$ cat src/rtl/opentry_pkg.sv
`default_nettype none
// ============================================================================
// Module   : opentry_pkg
// Purpose  : Shared types and widths for the operand entry front panel.
// Revision : 1.0 - initial release
// ============================================================================
package opentry_pkg;

    localparam int A_W              = 7;
    localparam int B_W              = 7;
    localparam int OP_W             = 2;
    localparam int DEBOUNCE_DEFAULT = 500000;

    typedef enum logic [1:0] {
        LOAD_A  = 2'd0,
        LOAD_B  = 2'd1,
        LOAD_OP = 2'd2,
        DONE    = 2'd3
    } stage_t;

    // Step-back target; LOAD_A has no predecessor and stays put.
    function automatic stage_t prev_stage(input stage_t s);
        stage_t r;
        case (s)
            LOAD_B:  r = LOAD_A;
            LOAD_OP: r = LOAD_B;
            DONE:    r = LOAD_OP;
            default: r = LOAD_A;
        endcase
        return r;
    endfunction

endpackage
`default_nettype wire

$ cat src/rtl/btn_debounce.sv
`default_nettype none
// ============================================================================
// Module   : btn_debounce
// Purpose  : Raw button -> 2-flop sync -> debouncer -> registered press pulse.
//            Debouncer present only when OPENTRY_DEBOUNCE_EN is defined.
// Revision : 1.0 - initial release
// ============================================================================
module btn_debounce
    import opentry_pkg::*;
#(
    parameter int DEBOUNCE_CYCLES = DEBOUNCE_DEFAULT
) (
    input  logic clk,
    input  logic rst,
    input  logic i_btn,
    output logic o_press
);

`ifdef OPENTRY_DEBOUNCE_EN
    localparam bit c_DEBOUNCE_EN = 1'b1;
`else
    localparam bit c_DEBOUNCE_EN = 1'b0;
`endif

    logic [1:0] r_sync;
    logic       w_level;
    logic       r_prev;
    logic       r_press;

    always_ff @(posedge clk) begin
        if (rst) begin
            r_sync <= '0;
        end else begin
            r_sync <= {r_sync[0], i_btn};
        end
    end

    generate
        if (c_DEBOUNCE_EN && (DEBOUNCE_CYCLES > 0)) begin : g_debounce
            localparam int c_CNT_W = (DEBOUNCE_CYCLES > 1) ? $clog2(DEBOUNCE_CYCLES) : 1;
            localparam logic [c_CNT_W-1:0] c_CNT_LAST = c_CNT_W'(DEBOUNCE_CYCLES - 1);

            logic               r_level;
            logic [c_CNT_W-1:0] r_cnt;

            // Any sample agreeing with the current level restarts the stability run.
            always_ff @(posedge clk) begin
                if (rst) begin
                    r_level <= 1'b0;
                    r_cnt   <= '0;
                end else if (r_sync[1] == r_level) begin
                    r_cnt   <= '0;
                end else if (r_cnt == c_CNT_LAST) begin
                    r_level <= ~r_level;
                    r_cnt   <= '0;
                end else begin
                    r_cnt   <= r_cnt + c_CNT_W'(1);
                end
            end

            assign w_level = r_level;
        end else begin : g_bypass
            assign w_level = r_sync[1];
        end
    endgenerate

    always_ff @(posedge clk) begin
        if (rst) begin
            r_prev  <= 1'b0;
            r_press <= 1'b0;
        end else begin
            r_prev  <= w_level;
            r_press <= w_level & ~r_prev;
        end
    end

    assign o_press = r_press;

endmodule
`default_nettype wire

$ cat src/rtl/operand_entry.sv
`default_nettype none
// ============================================================================
// Module   : operand_entry
// Purpose  : Two-button operand/opcode entry FSM for a switch-bank ALU demo.
//            Define OPENTRY_DEBOUNCE_EN to enable per-button debouncing.
// Revision : 1.0 - initial release
// ============================================================================
module operand_entry
    import opentry_pkg::*;
#(
    parameter int DEBOUNCE_CYCLES = DEBOUNCE_DEFAULT,
    parameter int SW_W            = 16
) (
    input  logic            clk,
    input  logic            reset,
    input  logic [SW_W-1:0] sw_in,
    input  logic            btn_next,
    input  logic            btn_back,
    output logic [A_W-1:0]  a_out,
    output logic [B_W-1:0]  b_out,
    output logic [OP_W-1:0] op_out,
    output logic [1:0]      stage,
    output logic            valid
);

    logic            w_next;
    logic            w_back;
    logic            w_ld_a;
    logic            w_ld_b;
    logic            w_ld_op;
    stage_t          r_stage;
    stage_t          w_stage_nxt;
    logic [A_W-1:0]  r_a;
    logic [B_W-1:0]  r_b;
    logic [OP_W-1:0] r_op;
    logic            r_valid;
    logic            w_unused_sw;

    assign w_unused_sw = ^sw_in[SW_W-1:A_W];

    btn_debounce #(
        .DEBOUNCE_CYCLES (DEBOUNCE_CYCLES)
    ) u_db_next (
        .clk     (clk),
        .rst     (reset),
        .i_btn   (btn_next),
        .o_press (w_next)
    );

    btn_debounce #(
        .DEBOUNCE_CYCLES (DEBOUNCE_CYCLES)
    ) u_db_back (
        .clk     (clk),
        .rst     (reset),
        .i_btn   (btn_back),
        .o_press (w_back)
    );

    // Coincident next/back pulses cancel each other out.
    always_comb begin
        w_stage_nxt = r_stage;
        w_ld_a      = 1'b0;
        w_ld_b      = 1'b0;
        w_ld_op     = 1'b0;
        if (w_next && !w_back) begin
            case (r_stage)
                LOAD_A: begin
                    w_ld_a      = 1'b1;
                    w_stage_nxt = LOAD_B;
                end
                LOAD_B: begin
                    w_ld_b      = 1'b1;
                    w_stage_nxt = LOAD_OP;
                end
                LOAD_OP: begin
                    w_ld_op     = 1'b1;
                    w_stage_nxt = DONE;
                end
                default: w_stage_nxt = LOAD_A;
            endcase
        end else if (w_back && !w_next) begin
            w_stage_nxt = prev_stage(r_stage);
        end
    end

    always_ff @(posedge clk) begin
        if (reset) begin
            r_stage <= LOAD_A;
            r_a     <= '0;
            r_b     <= '0;
            r_op    <= '0;
            r_valid <= 1'b0;
        end else begin
            r_stage <= w_stage_nxt;
            if (w_ld_a)  r_a  <= sw_in[A_W-1:0];
            if (w_ld_b)  r_b  <= sw_in[B_W-1:0];
            if (w_ld_op) r_op <= sw_in[OP_W-1:0];
            r_valid <= w_ld_op;
        end
    end

    assign a_out  = r_a;
    assign b_out  = r_b;
    assign op_out = r_op;
    assign stage  = r_stage;
    assign valid  = r_valid;

endmodule
`default_nettype wire

$ cat config.mk
export PLATFORM = sky130hd
export DESIGN_NAME = operand_entry
export DESIGN_NICKNAME = d
export VERILOG_FILES = /design/src/rtl/opentry_pkg.sv /design/src/rtl/btn_debounce.sv /design/src/rtl/operand_entry.sv
export SDC_FILE = /design/constraint.sdc
export NUM_CORES = 1
export LEC_CHECK = 0
export ABC_AREA = 1
export BUFFER_PORTS_ARGS = -buffer_cell sky130_fd_sc_hd__buf_2
export CAP_MARGIN = 20
export CORE_ASPECT_RATIO = 0.75
export CORE_MARGIN = 3
export CORE_UTILIZATION = 48
export DETAILED_ROUTE_END_ITERATION = 8
export PLACE_DENSITY = 0.79
export SLEW_MARGIN = 20
export SYNTH_ARGS = -nofsm -noshare
export SYNTH_HDL_FRONTEND = slang
export SYNTH_SLANG_ARGS = --single-unit
$ cat constraint.sdc
create_clock -name clk -period 1.33 [get_ports clk]
set_input_delay 0.3325 -clock clk [delete_from_list [all_inputs] [get_ports clk]]
set_output_delay 0.3325 -clock clk [all_outputs]
set_load 0.01 [all_outputs]
=== Yosys cells after proc, flatten, opt, wreduce, memory -nomap -nowiden ===
Index checks and enable logic that the tools add are counted.

* Register bits: 27
* Input bits: 20
* Logic and storage cells: 34

* Equal/unequal tests: 3
* Mux-type cells: 10
* Bitwise operators: 4
* Reductions and logical operators: 6

{| class="wikitable"
|+ Operator list
! operator !! number
|-
| 2-to-1 mux 1 bit || 6
|-
| case mux 2 bit (3 select lines) || 1
|-
| == test 2 bit, second input constant || 2
|-
| 2-to-1 mux 2 bit || 2
|-
| case mux 2 bit (2 select lines) || 1
|-
| bitwise AND 1 bit || 2
|-
| == test 2 x 1 -> 1 bit, second input constant || 1
|-
| logical AND 1 bit || 2
|-
| logical NOT 1 bit || 2
|-
| logical NOT 2 bit || 1
|-
| NOT 1 bit || 2
|-
| nonzero test 2 bit || 1
|}

=== Longest topological paths before layout ===
Gate-level depths: netlist of run 1.

* Word-level depth: 4
* Mapped depth: 7
* Depth with buffers taken out: 6

=== Cells and area by module ===
A second synthesis of run 1 with hierarchy kept.

* Cells, all modules: 154
* Area, all modules: 1109.8 sq um

{| class="wikitable"
|+ By module, submodules not included
! module !! times used !! cells each !! area an instance (sq um)
|-
| operand_entry || 1 || 130 || 879.6
|-
| btn_debounce || 2 || 12 || 115.1
|}

=== Least setup slack after synthesis of run 1 ===
No wires, ideal clock.

* Path type: register -> register
* From: register r_stage[0] (netlist: stage[0])
* To: register r_a[4] (netlist: a_out[4])
* Arrival: 1.074 ns
* Data required time: 1.216 ns
* Path slack: 0.142 ns
* Cell stages (with the launch flop): 8
* Buffers on the path: 1
* Cells stage by stage: dfxtp_1 inv_1 ha_1 nand2_2 buf_6 nand2_2 nand2_1 nor2_2

* Cells in the longest elaborated chain, start to end: 3

{| class="wikitable"
|+ Ends and longest elaborated chain
! what !! RTL line !! RTL
|-
| start, declared || operand_entry.sv:31 || <nowiki>stage_t r_stage;</nowiki>
|-
| start signal, assigned || operand_entry.sv:94 || <nowiki>r_stage <= w_stage_nxt;</nowiki>
|-
| logical NOT 2 bit || operand_entry.sv:66 || <nowiki>case (r_stage)</nowiki>
|-
| 2-to-1 mux 1 bit || operand_entry.sv:66 ||
|-
| 2-to-1 mux 1 bit || operand_entry.sv:65 || <nowiki>if (w_next && !w_back) begin</nowiki>
|-
| end signal, assigned || operand_entry.sv:95 || <nowiki>if (w_ld_a) r_a <= sw_in[A_W-1:0];</nowiki>
|-
| end, declared || operand_entry.sv:33 || <nowiki>logic [A_W-1:0] r_a;</nowiki>
|}

No other way between the ends.
A chain may end at the register's enable or synchronous reset.

=== Final worst setup path of run 1 ===
* From: register r_stage[1] (netlist: stage[1])
* To: output port stage[1]

{| class="wikitable"
|+ RTL lines
! what !! RTL line !! RTL
|-
| end, declared || operand_entry.sv:22 || <nowiki>output logic [1:0] stage,</nowiki>
|}

No word-level cell between the ends.

==> results of run 1 <==
-- synth_stat cells (all sizes together) --
cell	n	area, sq um
o21ai	2	10.0
nor2	44	178
inv	29	116
nor3	2	10.0
dfxtp	27	541
ha	6	75.1
buf	4	45.0
nand2	39	166
-- metal layers --
layer  vias to the layer above  wire length, microns
met5                         -                     0
met4                         0                    31
met3                         4                   135
met2                        20                  1000
met1                       413                   877
li1                        496                     -
-- power by group --
part	switching, uW	internal [uW]
logic	70.8	44.7
clock network	239	113
registers	12.0	831
-- cells in the final DEF (no fill, tap or decap), drive strengths merged --
cell,count
clkinv,1
nor2,44
nand2,39
inv,29
nor3,2
dfxtp,27
clkbuf,3
o21ai,2
ha,6
buf,29
-- registers in the layout (all words and copies together), names as in the netlist --
name and count:
op_out 2, u_db_back.r_sync 2, b_out 7, valid 1, u_db_next.r_sync 2, stage 2
u_db_back.o_press 1, u_db_back.r_prev 1, u_db_next.r_prev 1, u_db_next.o_press 1, a_out 7
-- path summary, 6_finish.rpt --
kind,from,end,slack (ns),cells past startpoint
max,stage[1]$_SDFFE_PP0P_,stage[1],0.08,1
min,btn_next,u_db_next.r_sync[0]$_SDFF_PP0_,0.19,3
max reg2reg,stage[0]$_SDFFE_PP0P_,a_out[2]$_SDFFE_PP0P_,0.13,6
min reg2reg,u_db_next.r_prev$_SDFF_PP0_,u_db_next.o_press$_SDFF_PP0_,0.40,1
-- kinds of logic after synthesis --
family,count (synthesis),synth area share [%]
and+or+nand+nor,85,31.0
buffers and inverters,33,14.1
DFF,27,47.4
adders and majority gates,6,6.58
AOI/OAI and AO/OA,2,0.877
-- layout make-up --
cell class,count,area [sq um]
clock buffer,3,22.5
clock inverter,1,5.00
fill,200,801
inverter,29,116
multi-input combinational,93,449
sequential,27,541
tap,32,40.0
timing repair buffer,29,145
-- per-stage QoR --
| step | instances | setup WS (ns) |
|---|---|---|
| after floorplan | 153 | 0.142 |
| after global placement | 210 | 0.120 |
| after detailed placement | 210 | 0.0581 |
| after CTS | 214 | 0.0410 |
| after global routing | 214 | 0.0153 |
| final | 214 | 0.0760 |
-- what timing repair did --
item,CTS,global route
gates resized for setup,0,2
setup endpoints to repair,0,10
hold buffers,0,0
buffers inserted,0,0
==> results.cfg, run 1 <==
[status]
status = finished, final reports clean

[clock_network]
numCtsBuffers = 3
cts_tree = yes
clock_latency_ns = 0.33
cts_sinks = 27
cts_root_buffer = clkbuf_4
path_clk_slew_ns = 0.15
ctsHtreeMaxLevel = 1
clock_path_buffers = 2

[run]
max-cap-violations = 0

[route]
vias = 933
dr.pass1.iters = 4
remaining_drc_errors = 0
ant_nets = 0
wl_per_cell_microns = 9.57
viasPerCell = 4.36
drt_iter0_drc = 38
wirelength_microns = 2050

[timing]
max_freq_ghz = 0.797
hold_violations = 0
tns_ns = 0
slew_headroom_pct = 84.7
tightestPinTransition_ns = 0.230
period_share_pct = 94.3
finalClockSkew_ns = 0.00992
layout_min_cycle_time_ns = 1.25
whs_ns = 0.189
maxSlewViolCount = 0
finalSetupViolCount = 0
rsz0062_at_grt = no

[synth]
yosysSeqAreaShare_pct = 47.4
synth_area_sq_um = 1140
synth_cells = 153
syn-num-nets = 179
yosysUniqueCellTypes = 11
yosys_register_bits = 27
ys_warn_count = 0
postSynthAreaPerCell_sq_um = 7.46

[die]
core_area_sq_um = 2120
die_h_microns = 48.2
num_rows = 14
dieArea_sq_um = 3000
start_util_pct = 53.8
die_width_microns = 62.3
ioPinCount = 39

[global_routing]
use_met2_pct = 27.6
grt_antenna_before_repair = 0
grt_first_pass_wirelength_microns = 3310
busiest_layer = met2
grt_max_degree = 19
globalRouteMet3Util_pct = 5.99
overflow = 0
track_usage_pct = 14.6
use_met1_pct = 15.2
grt_pass1_vias = 818

[setup_path]
critPathCaptureType = primary output
arrival_ns = 0.92
crit_fanout = 5
crit_path_top_delay_cell = dfxtp_1
required_ns = 1.00
path_delay_family = flip-flops
critPathMaxStageDelay_ns = 0.44
cp-start-kind = register
criticalPathCategory = register to primary output
crit_chain = buf_2
critPathBufInv = 1

[placed_design]
dpl.hpwl_microns = 1550
place_congestion = 0.809
dpl-instance-area_sq_um = 1280
port_buffers = 29

[power]
power_density_nw_per_um2 = 994
power_leakage_uw = 0.000760
power_uw = 1310
vdd_drop_max_v = 0.000770

[finish]
syn_to_final_growth_pct = 15.6
fin_util_pct = 62.2
final_area_sq_um = 1320
drive_above_1_share_pct = 25.8
fin_nets = 209
antennaDiodeCount = 0

[min_path]
hp-class = primary input to register
(Power assumes the default switching activity.)
==> inputs of run 2 (changes only) <==
Settings changed: PLACE_DENSITY 0.79 to 0.84.
==> run 2 against run 1 <==
Against the previous run:
- global-route usage down 0.85 points
- final area about the same
- combinational power hardly changed
- count of clock-buffer cells in the layout did not move
- largest power group unchanged
- via count down 3.4%
- clock skew decreased by 0.0080 ns
- total power up 2.0%
- register-to-register slack worse by 0.03 ns
- critical endpoint is now stage[0]
==> results.cfg, run 2 (synthesis results as in run 1) <==
[route]
dr.pass1.iters = 4
ant_nets = 0
remaining_drc_errors = 0
wl_per_cell_microns = 9.02
drt_iter0_drc = 36
wirelength_microns = 1930
viasPerCell = 4.21
vias = 901

[min_path]
whs_path_depth = 3
hp-class = primary input to register

[power]
seq_power_share_pct = 63.0
p_int_uw = 998
switching_share_pct = 25.3
switching_power_uw = 338
power_density_nw_per_um2 = 1010
power_leakage_uw = 0.000746
power_uw = 1340
p_comb_share_pct = 8.5
clkPwrFrac_pct = 28.5
vdd_drop_max_v = 0.000753

[setup_path]
arrival_ns = 0.92
critPathMaxStageDelay_ns = 0.43
critPathBufInv = 1
r2r_setup_slack_ns = 0.10
path_depth = 1
criticalPathCategory = register to primary output
crit_fanout = 5
path_delay_family = flip-flops
cp-start-kind = register
reg2regPathDepth = 6
required_ns = 1.00
critPathCaptureType = primary output
crit_chain = buf_2
crit_path_top_delay_cell = dfxtp_1

[timing]
tns_ns = 0
whs_ns = 0.179
maxSlewViolCount = 0
rsz0062_at_grt = no
tightestPinTransition_ns = 0.290
layout_min_cycle_time_ns = 1.25
finalSetupViolCount = 0
finalWorstSetupSlack_ns = 0.0771
slew_headroom_pct = 80.6
period_share_pct = 94.2
hold_violations = 0
max_freq_ghz = 0.798
finalClockSkew_ns = 0.00197

[run]
max-cap-violations = 0

[finish]
mostFrequentLayoutCells = 39 x nor2_1, 31 x nand2_1, 29 x buf_2
fin_util_pct = 62.2
drive_above_1_share_pct = 25.8
layout_commonest_cell = nor2_1
antennaDiodeCount = 0
fin_nets = 209
syn_to_final_growth_pct = 15.5
fill_cells = 202

[clock_network]
cts_root_buffer = clkbuf_4
ctsHtreeMaxLevel = 1
clock_path_buffers = 2
clock_latency_ns = 0.33
path_clk_slew_ns = 0.15
cts_sinks = 27
numCtsBuffers = 3
cts_tree = yes

[placed_design]
port_buffers = 29
dp_slack_ns = 0.0699
dpl.hpwl_microns = 1480
place_congestion = 0.708

[die]
ioPinCount = 39
die_h_microns = 48.2
start_util_pct = 53.8
dieArea_sq_um = 3000
num_rows = 14
die_width_microns = 62.3
core_area_sq_um = 2120

[global_routing]
grt_max_degree = 19
track_usage_pct = 13.7
overflow = 0
grt_pass1_vias = 796
grt_antenna_before_repair = 0
grt_first_pass_wirelength_microns = 3150

[status]
status = finished, final reports clean
run 2: path summary, 6_finish.rpt:
path | from | end
min | btn_back | u_db_back.r_sync[0]$_SDFF_PP0_
min reg2reg | u_db_back.r_prev$_SDFF_PP0_ | u_db_back.o_press$_SDFF_PP0_
max | stage[0]$_SDFFE_PP0P_ | stage[0]
max reg2reg | stage[1]$_SDFFE_PP0P_ | b_out[1]$_SDFFE_PP0P_
run 2: stage by stage:
stage,instances,area (sq um)
finish,214,1320
global route,214,1320
CTS,214,1310
detailed placement,210,1280
global placement,210,1280
floorplan,153,1140
run 2: worst min-delay path, stage by stage:
cell and delay (ns):
buf_2 0.09, inv_1 0.04, nor2_1 0.03
run 2: what timing repair did:
| action | 4_1_cts | 5_1_grt |
|---|---|---|
| gates resized for setup | 0 | 1 |
| endpoints found under the hold margin | 0 | 0 |
| buffers inserted | 0 | 0 |
| hold buffers | 0 | 0 |
| endpoints found under the setup margin | 0 | 3 |
run 2: cell type report:
cell class | instances | area, sq um | share of cell area [%]
multi-input cells | 93 | 444 | 33.7
repair buffers | 29 | 145 | 11.0
clock inverters | 1 | 8.76 | 0.665
flip-flops and latches | 27 | 541 | 41.0
inverters | 29 | 116 | 8.83
clock buffers | 3 | 22.5 | 1.71
well taps | 32 | 40.0 | 3.04
run 2: per-layer routing:
| metal | share of wire (%) | wire, microns | global-route usage [%] | up-vias |
|---|---|---|---|---|
| met2 | 51 | 984 | 25.6 | 21 |
| met4 | 0.52 | 10 | 4.82 | 0 |
| met5 | 0 | 0 | 0 | - |
| met1 | 42 | 804 | 15.1 | 388 |
| met3 | 6.8 | 131 | 5.30 | 2 |
| li1 | - | - | - | 490 |
run 2: power groups by stage:
stage | logic (uW) | registers [uW] | clock network, uW
global placement | 108 | 859 | 0
floorplan | 71.0 | 865 | 0
finish | 114 | 842 | 380
CTS | 113 | 843 | 398
global route | 130 | 846 | 437
detailed placement | 113 | 860 | 0
==> inputs of run 3 (changes only) <==
Settings changed: ABC_AREA 1 to default.
==> run 3 against run 2 <==
Against the previous run:
- critical path depth rose by 4
- worst setup slack worse by 0.0096 ns
- final area grew 3.5%
- sequential cell count unchanged
- wire length increased by 7.8%
- via count shrank 6.4%
- synthesized cell count is 29% lower
- non-clock buffer count rose by 5
- sequential power decreased by 1%
- sequential share of layout area fell by 1.3 points
- worst hold slack improved by 0.043 ns
- core utilization is 1.7 points higher
==> results.cfg, run 3 <==
[status]
status = finished, final reports clean

[setup_path]
cp-start-kind = register
criticalPathCategory = register to register
critPathCaptureType = register
crit_fanout = 13
arrival_ns = 1.53
required_ns = 1.59

[timing]
finalClockSkew_ns = 0.00354
slew_headroom_pct = 82.0
tns_ns = 0
finalWorstSetupSlack_ns = 0.0675
max_freq_ghz = 0.792
tightestPinTransition_ns = 0.269
finalSetupViolCount = 0
rsz0062_at_grt = no
layout_min_cycle_time_ns = 1.26
hold_violations = 0
maxSlewViolCount = 0
period_share_pct = 94.9

[power]
power_leakage_uw = 0.000598
power_density_nw_per_um2 = 969
vdd_drop_max_v = 0.000796

[synth]
synth-edff-count = 0
synthTopCellsByCount = 27 x dfxtp_1, 16 x nand3_1, 10 x a21bo_2, 10 x a21oi_1, 9 x nor2b_1
synth_top_area_cell = dfxtp_1
postSynthAreaPerCell_sq_um = 10.6
yosysSeqAreaShare_pct = 47.2
yosysMostFrequentCell = dfxtp_1
yosysUniqueCellTypes = 18
synth_cells = 108
yosys_register_bits = 27
syn-num-nets = 134
ys_async_sr_fraction_pct = 0
ys_warn_count = 0
synth_ff_type = dfxtp_1
netlist.area_leader.share_pct = 47.2
synth.area.top_cells = dfxtp_1 47%, a21bo_2 8.7%, nand3_1 7.0%
synth_area_sq_um = 1140

[placed_design]
dp_slack_ns = 0.0858
place_congestion = 0.762
port_buffers = 29
dpl.hpwl_microns = 1500

[route]
viasPerCell = 4.96
drt_iter0_drc = 35
ant_nets = 0
wl_per_cell_microns = 12.2
wirelength_microns = 2080
vias = 843
remaining_drc_errors = 0
dr.pass1.iters = 4

[finish]
mostFrequentLayoutCells = 29 x buf_2, 26 x dfxtp_1, 16 x nand3_1
fin_nets = 165
fill_cells = 189
drive_above_1_share_pct = 40.6
antennaDiodeCount = 0
layout_commonest_cell = buf_2
syn_to_final_growth_pct = 19.1

[die]
num_rows = 14
die_width_microns = 62.4
core_area_sq_um = 2140
start_util_pct = 53.6
die_h_microns = 48.3
ioPinCount = 39
dieArea_sq_um = 3010

[global_routing]
grt_max_degree = 29
grt_antenna_before_repair = 0
overflow = 0
track_usage_pct = 14.3
grt_first_pass_wirelength_microns = 3290
grt_pass1_vias = 756

[min_path]
hp-class = primary input to register

[clock_network]
path_clk_slew_ns = 0.14
clock_latency_ns = 0.32
ctsHtreeMaxLevel = 1
clock_path_buffers = 2
cts_resized = 0
hold_buffers = 0
cts_root_buffer = clkbuf_4
cts_tree = yes
numCtsBuffers = 3
cts_setup_buffers = 0
cts_sinks = 27

[run]
max-cap-violations = 0
==> run 3: critical path, stage by stage, from the launching register on <==
cell and delay (ns):
dfxtp_2 0.38, inv_1 0.08, ha_1 0.27, buf_12 0.17, a21bo_1 0.19, a21oi_2 0.13
==> run 3: layer usage <==
layer  track usage, %  wire length (microns)  vias up
li1                 -                      -      432
met1             15.9                    936      382
met2             26.9                    953       27
met3             5.76                    181        2
met4             3.95                      9        0
met5                0                      0        -
==> run 3: per-stage QoR <==
step / total power (uW) / hold slack (ns) / utilization, % / instances / instance area [sq um]
6_report: 1320 / 0.222 / 63.8 / 170 / 1360
5_1_grt: 1390 / 0.205 / 63.8 / 170 / 1360
4_1_cts: 1340 / 0.214 / 63.8 / 170 / 1360
3_5_place_dp: 1000 / 0.377 / 62.5 / 166 / 1340
3_3_place_gp: 994 / 0.372 / 62.5 / 166 / 1340
2_1_floorplan: 941 / 0.367 / - / 108 / 1150
==> run 3: cell families (layout without fill, tap and decap cells) <==
group           count (synthesis)  in the layout  share of synthesized area, %
flops                          27             27                          47.2
compound gates                 35             35                          25.4
buf+inv                        12             42                          7.43
fa+ha+maj                       6              6                          6.56
simple gates                   27             27                          12.6
mux                             1              1                         0.874
==> run 3: final timing paths <==
kind                                from                        endpoint  slack, ns  depth (start not counted)
max                stage[0]$_SDFFE_PP0P_           a_out[6]$_SDFFE_PP0P_       0.07                          5
min                             btn_back  u_db_back.r_sync[0]$_SDFF_PP0_       0.22                          2
max reg2reg        stage[0]$_SDFFE_PP0P_           a_out[6]$_SDFFE_PP0P_       0.07                          5
min reg2reg  u_db_back.r_prev$_SDFF_PP0_    u_db_back.o_press$_SDFF_PP0_       0.40                          1
==> run 3: cell type report <==
class	count	area [sq um]	area share [%]
Tap cell	32	40.0	2.94
Multi-Input combinational cell	69	519	38.1
Clock buffer	3	22.5	1.65
Inverter	4	15.0	1.10
Clock inverter	1	5.00	0.367
Sequential cell	27	542	39.7
Timing Repair Buffer	34	220	16.1
==> run 3: power by group <==
part	internal, uW	switching, uW	total [uW]
sequential	827	7.21	834
combinational	67.2	81.1	148
clock	113	226	339
total	1010	315	1320
